**src/rtl/axil_pkg.sv**
```systemverilog
// Shared AXI4-Lite master definitions: response codes,
// bridge FSM states and the default protection value.
package axil_pkg;

  typedef enum logic [1:0] {
    OKAY   = 2'b00,
    EXOKAY = 2'b01,
    SLVERR = 2'b10,
    DECERR = 2'b11
  } resp_t;

  typedef enum logic [2:0] {
    IDLE  = 3'd0,
    WRITE = 3'd1,
    WRESP = 3'd2,
    READ  = 3'd3,
    RDATA = 3'd4,
    RESP  = 3'd5
  } state_t;

  localparam logic [2:0] PROT_DEFAULT = 3'b000;

endpackage

```
**src/rtl/axil_master_bridge.sv**
```systemverilog
// Single-outstanding AXI4-Lite master behind a valid/ready command port.
// Define AXIL_MASTER_ERRCNT_EN to build the saturating error counter.
module axil_master_bridge
  import axil_pkg::*;
#(
  parameter int AXI_DATA_WIDTH = 32,
  parameter int AXI_ADDR_WIDTH = 16
) (
  input  logic                        aclk,
  input  logic                        aresetn,

  input  logic                        cmd_valid,
  output logic                        cmd_ready,
  input  logic                        cmd_write,
  input  logic [AXI_ADDR_WIDTH-1:0]   cmd_addr,
  input  logic [AXI_DATA_WIDTH-1:0]   cmd_wdata,
  input  logic [AXI_DATA_WIDTH/8-1:0] cmd_wstrb,

  output logic                        rsp_valid,
  input  logic                        rsp_ready,
  output logic [AXI_DATA_WIDTH-1:0]   rsp_rdata,
  output logic [1:0]                  rsp_resp,
  output logic [15:0]                 err_count,

  output logic [AXI_ADDR_WIDTH-1:0]   m_axil_awaddr,
  output logic [2:0]                  m_axil_awprot,
  output logic                        m_axil_awvalid,
  input  logic                        m_axil_awready,

  output logic [AXI_DATA_WIDTH-1:0]   m_axil_wdata,
  output logic [AXI_DATA_WIDTH/8-1:0] m_axil_wstrb,
  output logic                        m_axil_wvalid,
  input  logic                        m_axil_wready,

  input  logic [1:0]                  m_axil_bresp,
  input  logic                        m_axil_bvalid,
  output logic                        m_axil_bready,

  output logic [AXI_ADDR_WIDTH-1:0]   m_axil_araddr,
  output logic [2:0]                  m_axil_arprot,
  output logic                        m_axil_arvalid,
  input  logic                        m_axil_arready,

  input  logic [AXI_DATA_WIDTH-1:0]   m_axil_rdata,
  input  logic [1:0]                  m_axil_rresp,
  input  logic                        m_axil_rvalid,
  output logic                        m_axil_rready
);

  state_t state;
  state_t state_nx;

  logic                        aw_done;
  logic                        w_done;
  logic [AXI_ADDR_WIDTH-1:0]   addr_q;
  logic [AXI_DATA_WIDTH-1:0]   wdata_q;
  logic [AXI_DATA_WIDTH/8-1:0] wstrb_q;
  logic [AXI_DATA_WIDTH-1:0]   rdata_q;
  resp_t                       resp_q;

  logic cmd_hs;
  logic aw_hs;
  logic w_hs;
  logic b_hs;
  logic ar_hs;
  logic r_hs;
  logic aw_fin;
  logic w_fin;

  assign cmd_hs = cmd_valid & cmd_ready;
  assign aw_hs  = m_axil_awvalid & m_axil_awready;
  assign w_hs   = m_axil_wvalid & m_axil_wready;
  assign b_hs   = m_axil_bvalid & m_axil_bready;
  assign ar_hs  = m_axil_arvalid & m_axil_arready;
  assign r_hs   = m_axil_rvalid & m_axil_rready;

  // AW and W may finish in either order or in the same cycle
  assign aw_fin = aw_done | aw_hs;
  assign w_fin  = w_done | w_hs;

  always_ff @(posedge aclk) begin
    if (!aresetn) state <= IDLE;
    else          state <= state_nx;
  end

  always_comb begin
    state_nx = state;
    unique case (state)
      IDLE:  if (cmd_hs)
               state_nx = cmd_write ? WRITE : READ;
      WRITE: if (aw_fin && w_fin)
               state_nx = WRESP;
      WRESP: if (b_hs)
               state_nx = RESP;
      READ:  if (ar_hs)
               state_nx = RDATA;
      RDATA: if (r_hs)
               state_nx = RESP;
      RESP:  if (rsp_ready)
               state_nx = IDLE;
      default: state_nx = IDLE;
    endcase
  end

  always_comb begin
    cmd_ready      = 1'b0;
    m_axil_awvalid = 1'b0;
    m_axil_wvalid  = 1'b0;
    m_axil_bready  = 1'b0;
    m_axil_arvalid = 1'b0;
    m_axil_rready  = 1'b0;
    rsp_valid      = 1'b0;
    unique case (state)
      IDLE:  cmd_ready = aresetn;
      WRITE: begin
        m_axil_awvalid = ~aw_done;
        m_axil_wvalid  = ~w_done;
      end
      WRESP: m_axil_bready  = 1'b1;
      READ:  m_axil_arvalid = 1'b1;
      RDATA: m_axil_rready  = 1'b1;
      RESP:  rsp_valid      = 1'b1;
      default: ;
    endcase
  end

  always_ff @(posedge aclk) begin
    if (!aresetn) begin
      aw_done <= 1'b0;
      w_done  <= 1'b0;
      addr_q  <= '0;
      wdata_q <= '0;
      wstrb_q <= '0;
      rdata_q <= '0;
      resp_q  <= OKAY;
    end else begin
      if (cmd_hs) begin
        addr_q  <= cmd_addr;
        wdata_q <= cmd_wdata;
        wstrb_q <= cmd_wstrb;
        aw_done <= 1'b0;
        w_done  <= 1'b0;
      end
      if (state == WRITE) begin
        if (aw_hs) aw_done <= 1'b1;
        if (w_hs)  w_done  <= 1'b1;
      end
      if (state == WRESP && b_hs) begin
        rdata_q <= '0;
        resp_q  <= resp_t'(m_axil_bresp);
      end
      if (state == RDATA && r_hs) begin
        rdata_q <= m_axil_rdata;
        resp_q  <= resp_t'(m_axil_rresp);
      end
    end
  end

  assign m_axil_awaddr = addr_q;
  assign m_axil_araddr = addr_q;
  assign m_axil_wdata  = wdata_q;
  assign m_axil_wstrb  = wstrb_q;
  assign m_axil_awprot = PROT_DEFAULT;
  assign m_axil_arprot = PROT_DEFAULT;
  assign rsp_rdata     = rdata_q;
  assign rsp_resp      = resp_q;

`ifdef AXIL_MASTER_ERRCNT_EN
  logic [15:0] err_q;
  logic        resp_err;

  // counted on the edge that enters RESP with a non-OKAY code
  assign resp_err = (state == WRESP && b_hs && m_axil_bresp != OKAY)
                  | (state == RDATA && r_hs && m_axil_rresp != OKAY);

  always_ff @(posedge aclk) begin
    if (!aresetn)
      err_q <= '0;
    else if (resp_err && err_q != 16'hFFFF)
      err_q <= err_q + 16'd1;
  end

  assign err_count = err_q;
`else
  assign err_count = '0;
`endif

endmodule

```
**config.mk**
```make
export PLATFORM = sky130hd
export DESIGN_NAME = axil_master_bridge
export DESIGN_NICKNAME = d
export VERILOG_FILES = /design/src/rtl/axil_pkg.sv /design/src/rtl/axil_master_bridge.sv
export SDC_FILE = /design/constraint.sdc
export NUM_CORES = 1
export LEC_CHECK = 0
export CAP_MARGIN = 20
export CORE_ASPECT_RATIO = 0.75
export CORE_MARGIN = 3
export CORE_UTILIZATION = 34
export DETAILED_ROUTE_END_ITERATION = 10
export HOLD_SLACK_MARGIN = 0.08
export MAX_ROUTING_LAYER = met4
export PLACE_DENSITY_LB_ADDON = 0.25
export SLEW_MARGIN = 5
export SYNTH_ARGS = -nofsm -noshare
export SYNTH_HDL_FRONTEND = slang
export SYNTH_SLANG_ARGS = --single-unit
```
**constraint.sdc**
```tcl
create_clock -name aclk -period 1.4 [get_ports aclk]
set_input_delay 0.28 -clock aclk [delete_from_list [all_inputs] [get_ports aclk]]
set_output_delay 0.28 -clock aclk [all_outputs]
set_load 0.01 [all_outputs]
```
==> impl_metrics.json, run 1 <==
{
  "timing.fmax_mhz": 623,
  "ys.flop_type": "dfxtp_1",
  "grt_pass1_wl_um": 19500,
  "crit_top_cell": "buf_6",
  "worst_setup_path_start_kind": "register",
  "drt_pre_antenna_iters": 4,
  "syn_avg_cell_area_um2": 8.10,
  "p_total_w": 0.0101,
  "portBuffers": 206,
  "nNetsFinal": 783,
  "yosysWarnings": 0,
  "fin_skew_ns": 0.00725,
  "critical_path.slowest_cell": "dfxtp_2",
  "tritoncts": "done",
  "antenna_found_initial": 0,
  "synth_top_area_share_pct": 48.3,
  "crit_start": "state[2]$_SDFFE_PN0P_",
  "clk_latency_ns": 0.34,
  "worstPathRequired_ns": 1.63,
  "grtUsageTotal_pct": 19.9,
  "dp.final_hpwl_um": 8190,
  "critPathBufInv": 4,
  "cap_violations": 0,
  "drv_slew": 0,
  "synth-seq-area-share_pct": 48.3,
  "initial_core_util_pct": 35.8,
  "h-tree-depth": 3,
  "async_reset_ff_share_pct": 0,
  "clkSinkCount": 91,
  "synth_top_area_cell": "dfxtp_1",
  "wl_um": 14000,
  "synthCells": 465,
  "synthTopCellsByArea": "dfxtp_1 48%, nand2_1 14%, nand3_1 11%, buf_4 7.8%, a21boi_1 4.2%",
  "post-synth-top-count-cell": "nand2_1",
  "crit_chain": "buf_6 -> nor4b_4 -> buf_4 -> buf_6 -> nand2_8 -> clkbuf_16 -> nand3_1 -> nand2_1",
  "fin_crit_ns": 1.61,
  "core_um2": 10500,
  "grt_setup_unrepaired": "true",
  "timing.final.ws_setup_ns": -0.206,
  "finalCritPeriodShare_pct": 115,
  "gp_congestion": 0.829,
  "synth-edff-count": 0,
  "crit_fanout": 9,
  "crit_path_end_kind": "register",
  "worstHoldStart": "m_axil_wdata[24]$_SDFFE_PN0P_",
  "post-route-util_pct": 67.4,
  "powerDensity_nw_per_um2": 1430,
  "drc": 0,
  "p_leak_nw": 3.37,
  "hold_class": "register to register",
  "post_drt_wl_per_cell_um": 16.9,
  "worst-setup-path-type": "register to register",
  "grt_max_degree": 94,
  "antenna_left": 0,
  "hold_viol": 0,
  "die_h_um": 97.2,
  "clockRootBuffer": "clkbuf_16",
  "crit_arrival_ns": 1.83,
  "ys_top_cells_by_count": "144 x nand2_1, 91 x dfxtp_1, 86 x nand3_1",
  "fill_cells": 884,
  "die_w_um": 128,
  "vias_per_cell": 4.80,
  "grt_pass1_vias": 3733,
  "area_delta_synth_final_pct": 88.4,
  "pin_count": 229,
  "cts_inserted_buffers": 9,
  "drive_above_1_share_pct": 25.1,
  "vias": 3965,
  "multi_input_area_um2": 2040,
  "overflow": 0,
  "seq_area_um2": 1830,
  "die_area_um2": 12400,
  "clk_pin_slew_worst_paths_ns": 0.07,
  "slowest_delay_ns": 0.33,
  "status": "finished, violations left",
  "clock_path_buffers": 2,
  "r2r-start": "state[2]$_SDFFE_PN0P_",
  "synth-seq-cells": 91,
  "antenna_cells": 0,
  "synth.distinct_cells": 36,
  "violations": "negative setup slack",
  "fp-row-count": 32,
  "drt_iter0_drc": 170,
  "setup_viol": 95,
  "crit_family": "buffers and inverters",
  "peakVddDrop_mv": 0.777,
  "syn_area_um2": 3770
}
final cells by class:
cell class / instances / share of cell area [%]
tap: 136 / 2.40
clock buffer: 11 / 3.28
clock inverter: 5 / 0.881
multi-input combinational: 322 / 28.7
timing repair buffer: 260 / 38.9
sequential: 91 / 25.7
inverter: 1 / 0.0881
stage by stage:
step,instances,hold slack [ns],TNS [ns],area (um2),setup slack (ns)
2_1_floorplan,486,0.379,-0.0157,3870,-0.00785
5_1_grt,826,0.469,-18.02,7100,-0.272
3_3_place_gp,780,0.441,-7.66,5920,-0.316
4_1_cts,808,0.454,-13.58,6320,-0.226
3_5_place_dp,780,0.444,-9.20,5920,-0.310
6_report,826,0.450,-11.49,7100,-0.206
flip-flops by register name (all words and copies together), names as in the netlist:
name and flops:
aw_done 1, m_axil_araddr 16, m_axil_wdata 32, m_axil_wstrb 4, rsp_rdata 32, rsp_resp 2
state 3, w_done 1
layout by cell type, fill, tap and decap left out, drive strengths merged, types with 2 or more instances in the layout:
master	instances
a21boi	32
a21oi	3
and2	3
and3	3
buf	49
clkbuf	24
clkdlybuf4s50	96
clkinvlp	2
conb	22
dfxtp	91
dlygate4sd2	102
inv	2
mux2i	3
nand2	145
nand3	86
nor2	4
nor2b	2
nor3	2
nor3b	2
o211a	2
worst reg2reg max path, cell delays in order, from the launching register on:
cell and delay (ns):
dfxtp_2 0.33, buf_6 0.13, nor4b_4 0.28, buf_4 0.16, buf_6 0.12, nand2_8 0.11, clkbuf_16 0.19, nand3_1 0.10
nand2_1 0.07
per-layer routing:
metal / GRT usage (%) / routed length [um]
met5: - / 0
met4: 6.12 / 297
met3: 4.40 / 862
met2: 32.3 / 6890
met1: 24.8 / 5950
kinds of logic (layout without fill, tap and decap cells):
family                 after synthesis  count (layout)  synth area share, %
muxes                                4               4                 1.10
buffers and inverters               74             277                 11.8
other                                1              22               0.0995
AOI/OAI and AO/OA                   44              44                 8.96
DFF                                 91              91                 48.3
and+or+nand+nor                    251             252                 29.7
timing repair:
item	in CTS	in global routing
setup buffers	7	7
endpoints found under the setup margin	198	98
gates cloned	5	14
pin swaps	5	98
resized for setup	156	113
hold buffers	0	0
power breakdown:
group	switching, W	internal [W]	total (W)
Combinational	0.00202	0.00237	0.00439
Sequential	0.000274	0.00302	0.00330
Clock	0.00104	0.00140	0.00244
worst paths after layout:
kind / to / slack [ns] / cells past startpoint
worst max-delay path: m_axil_wdata[5]$_SDFFE_PN0P_ / -0.21 / 8
worst min-delay path: m_axil_wdata[24]$_SDFFE_PN0P_ / 0.45 / 2
worst max register to register: m_axil_wdata[5]$_SDFFE_PN0P_ / -0.21 / 8
worst min register to register: m_axil_wdata[24]$_SDFFE_PN0P_ / 0.45 / 2
(Power assumes the default switching activity.)
==> run 2: changes to the inputs <==
--- a/config.mk
+++ b/config.mk
@@ -5,14 +5,16 @@
 export SDC_FILE = /design/constraint.sdc
 export NUM_CORES = 1
 export LEC_CHECK = 0
-export CAP_MARGIN = 20
+export CAP_MARGIN = 15
 export CORE_ASPECT_RATIO = 0.75
 export CORE_MARGIN = 3
 export CORE_UTILIZATION = 34
+export CTS_CLUSTER_SIZE = 20
 export DETAILED_ROUTE_END_ITERATION = 10
 export HOLD_SLACK_MARGIN = 0.08
 export MAX_ROUTING_LAYER = met4
 export PLACE_DENSITY_LB_ADDON = 0.25
+export SKIP_CTS_REPAIR_TIMING = 1
 export SLEW_MARGIN = 5
 export SYNTH_ARGS = -nofsm -noshare
 export SYNTH_HDL_FRONTEND = slang
==> run 2 against run 1 <==
  * Worst hold slack improved by 0.0032 ns
  * Count of clock-buffer cells in the layout unchanged
  * Sequential power about the same
  * The run still ends with negative setup slack left
  * Global-route usage decreased by 1.8 points
  * Combinational power decreased by 6.6%
  * Highest routed layer unchanged
  * Final area increased by 1.6%
  * Power decreased by 3.2%
  * Via count about the same
  * Cell count decreased by 0.97%
  * Largest power group unchanged
==> impl_metrics.json, run 2 (synthesis results as in run 1) <==
{
  "status": "finished, violations left",
  "violations": "negative setup slack",
  "cap_violations": 0,
  "core_um2": 10500,
  "initial_core_util_pct": 35.8,
  "fin_crit_ns": 1.60,
  "busiest_layer": "met2",
  "finalCritPeriodShare_pct": 114,
  "worstHoldEndpoint": "m_axil_wdata[24]$_SDFFE_PN0P_",
  "grt_setup_unrepaired": "true",
  "h-tree-depth": 3,
  "r2r_slack_ns": -0.19,
  "crit_arrival_ns": 1.32,
  "drv_slew": 0,
  "drive_above_1_share_pct": 21.6,
  "clk_pin_slew_worst_paths_ns": 0.06,
  "overflow": 0,
  "grtUsageTotal_pct": 18.1,
  "critical_path.slowest_cell": "or3b_4",
  "drc": 0,
  "timing.final.ws_setup_ns": -0.200,
  "cts_inserted_buffers": 9,
  "hold_viol": 0,
  "antenna_cells": 0,
  "tritoncts": "done",
  "setup_viol": 73,
  "crit_path_end_kind": "output pin",
  "post-route-util_pct": 68.5,
  "critPathBufInv": 1,
  "hold_ws_ns": 0.453,
  "most-common-layout-cells": "123 x nand2_1, 102 x dlymetal6s2s_1, 96 x clkdlybuf4s50_1",
  "worst_setup_path_start_kind": "register",
  "grt_max_degree": 94,
  "r2r-start": "state[0]$_SDFFE_PN0P_",
  "vias_per_cell": 4.85,
  "vias": 3964,
  "crit_fanout": 2,
  "reg2regPathDepth": 6,
  "clkSinkCount": 91,
  "hold_class": "register to register",
  "grt_pass1_wl_um": 18000,
  "antenna_found_initial": 0,
  "clock_path_buffers": 2,
  "drt_pre_antenna_iters": 4,
  "antenna_left": 0,
  "fin_area_um2": 7210,
  "powerDensity_nw_per_um2": 1360,
  "dp.final_hpwl_um": 8190,
  "post_drt_wl_per_cell_um": 17.0,
  "crit_family": "simple AND/OR/NAND/NOR gates",
  "area_delta_synth_final_pct": 91.4,
  "r2r-end": "state[1]$_SDFFE_PN0P_",
  "drt_iter0_drc": 226,
  "gr-usage-met3_pct": 4.18,
  "use_met1_pct": 22.4,
  "placed_cells": 780,
  "p_leak_nw": 4.67,
  "stdcell_count": 818,
  "portBuffers": 206,
  "grt_util_met2_pct": 29.1,
  "place_ws_ns": -0.310,
  "worstHoldStart": "m_axil_wdata[24]$_SDFFE_PN0P_",
  "slowest_delay_ns": 0.41,
  "wl_um": 13900,
  "fp-row-count": 32,
  "pin_count": 229,
  "fin_skew_ns": 0.00683,
  "worstPathRequired_ns": 1.12,
  "layout.cells.most_common": "nand2_1",
  "gp_congestion": 0.829,
  "seq_area_um2": 1830,
  "fill_cells": 822,
  "clk_latency_ns": 0.34,
  "nNetsFinal": 775,
  "worst-setup-path-type": "register to output pin",
  "crit_chain": "or3b_4 -> nor2_2 -> buf_2",
  "die_h_um": 97.2,
  "placed_area_um2": 5920,
  "multi_input_area_um2": 1960,
  "clockRootBuffer": "clkbuf_16",
  "timing.fmax_mhz": 625,
  "die_area_um2": 12400,
  "peakVddDrop_mv": 0.823,
  "die_w_um": 128,
  "whs_path_depth": 2,
  "grt_pass1_vias": 3557
}
[run 2: layout make-up]
class	count	area share, %
clock buffer	11	3.23
clock inverter	5	0.867
inverter	1	0.0867
multi-input combinational	322	27.2
sequential	91	25.3
tap	136	2.36
timing repair buffer	252	40.9
[run 2: how the worst max path moves through the flow]
stage,slack [ns],depth (start not counted),to,start
6_report,-0.20,3,m_axil_awvalid,state[2]$_SDFFE_PN0P_
5_1_grt,-0.25,6,state[1]$_SDFFE_PN0P_,state[0]$_SDFFE_PN0P_
4_1_cts,-0.68,3,m_axil_awvalid,state[2]$_SDFFE_PN0P_
3_5_place_dp,-0.31,3,m_axil_awvalid,state[2]$_SDFFE_PN0P_
3_3_place_gp,-0.32,3,m_axil_awvalid,state[0]$_SDFFE_PN0P_
2_1_floorplan,-0.008,4,rsp_resp[0]$_SDFFE_PN0P_,state[2]$_SDFFE_PN0P_
[run 2: routing by layer]
metal | part of all wire [%] | vias to the layer above
met5 | 0 | -
met4 | 2.0 | 0
met3 | 5.5 | 25
met2 | 49 | 141
met1 | 43 | 1893
li1 | - | 1905
[run 2: per-stage QoR]
stage	TNS [ns]	total power [W]
after global placement	-7.66	0.00657
after floorplan	-0.0157	0.00492
final	-7.74	0.00980
after global routing	-12.91	0.0103
after detailed placement	-9.20	0.00666
after CTS	-22.33	0.00911
[run 2: tightest hold or removal path: stages (launching register included)]
cell and delay (ns):
dfxtp_1 0.31, nand3_2 0.06, nand2_1 0.03
[run 2: where the power goes]
part,switching [W],total (W),internal [W]
clock,0.00103,0.00243,0.00140
sequential,0.000244,0.00327,0.00302
combinational,0.00189,0.00410,0.00222
total,0.00316,0.00980,0.00663
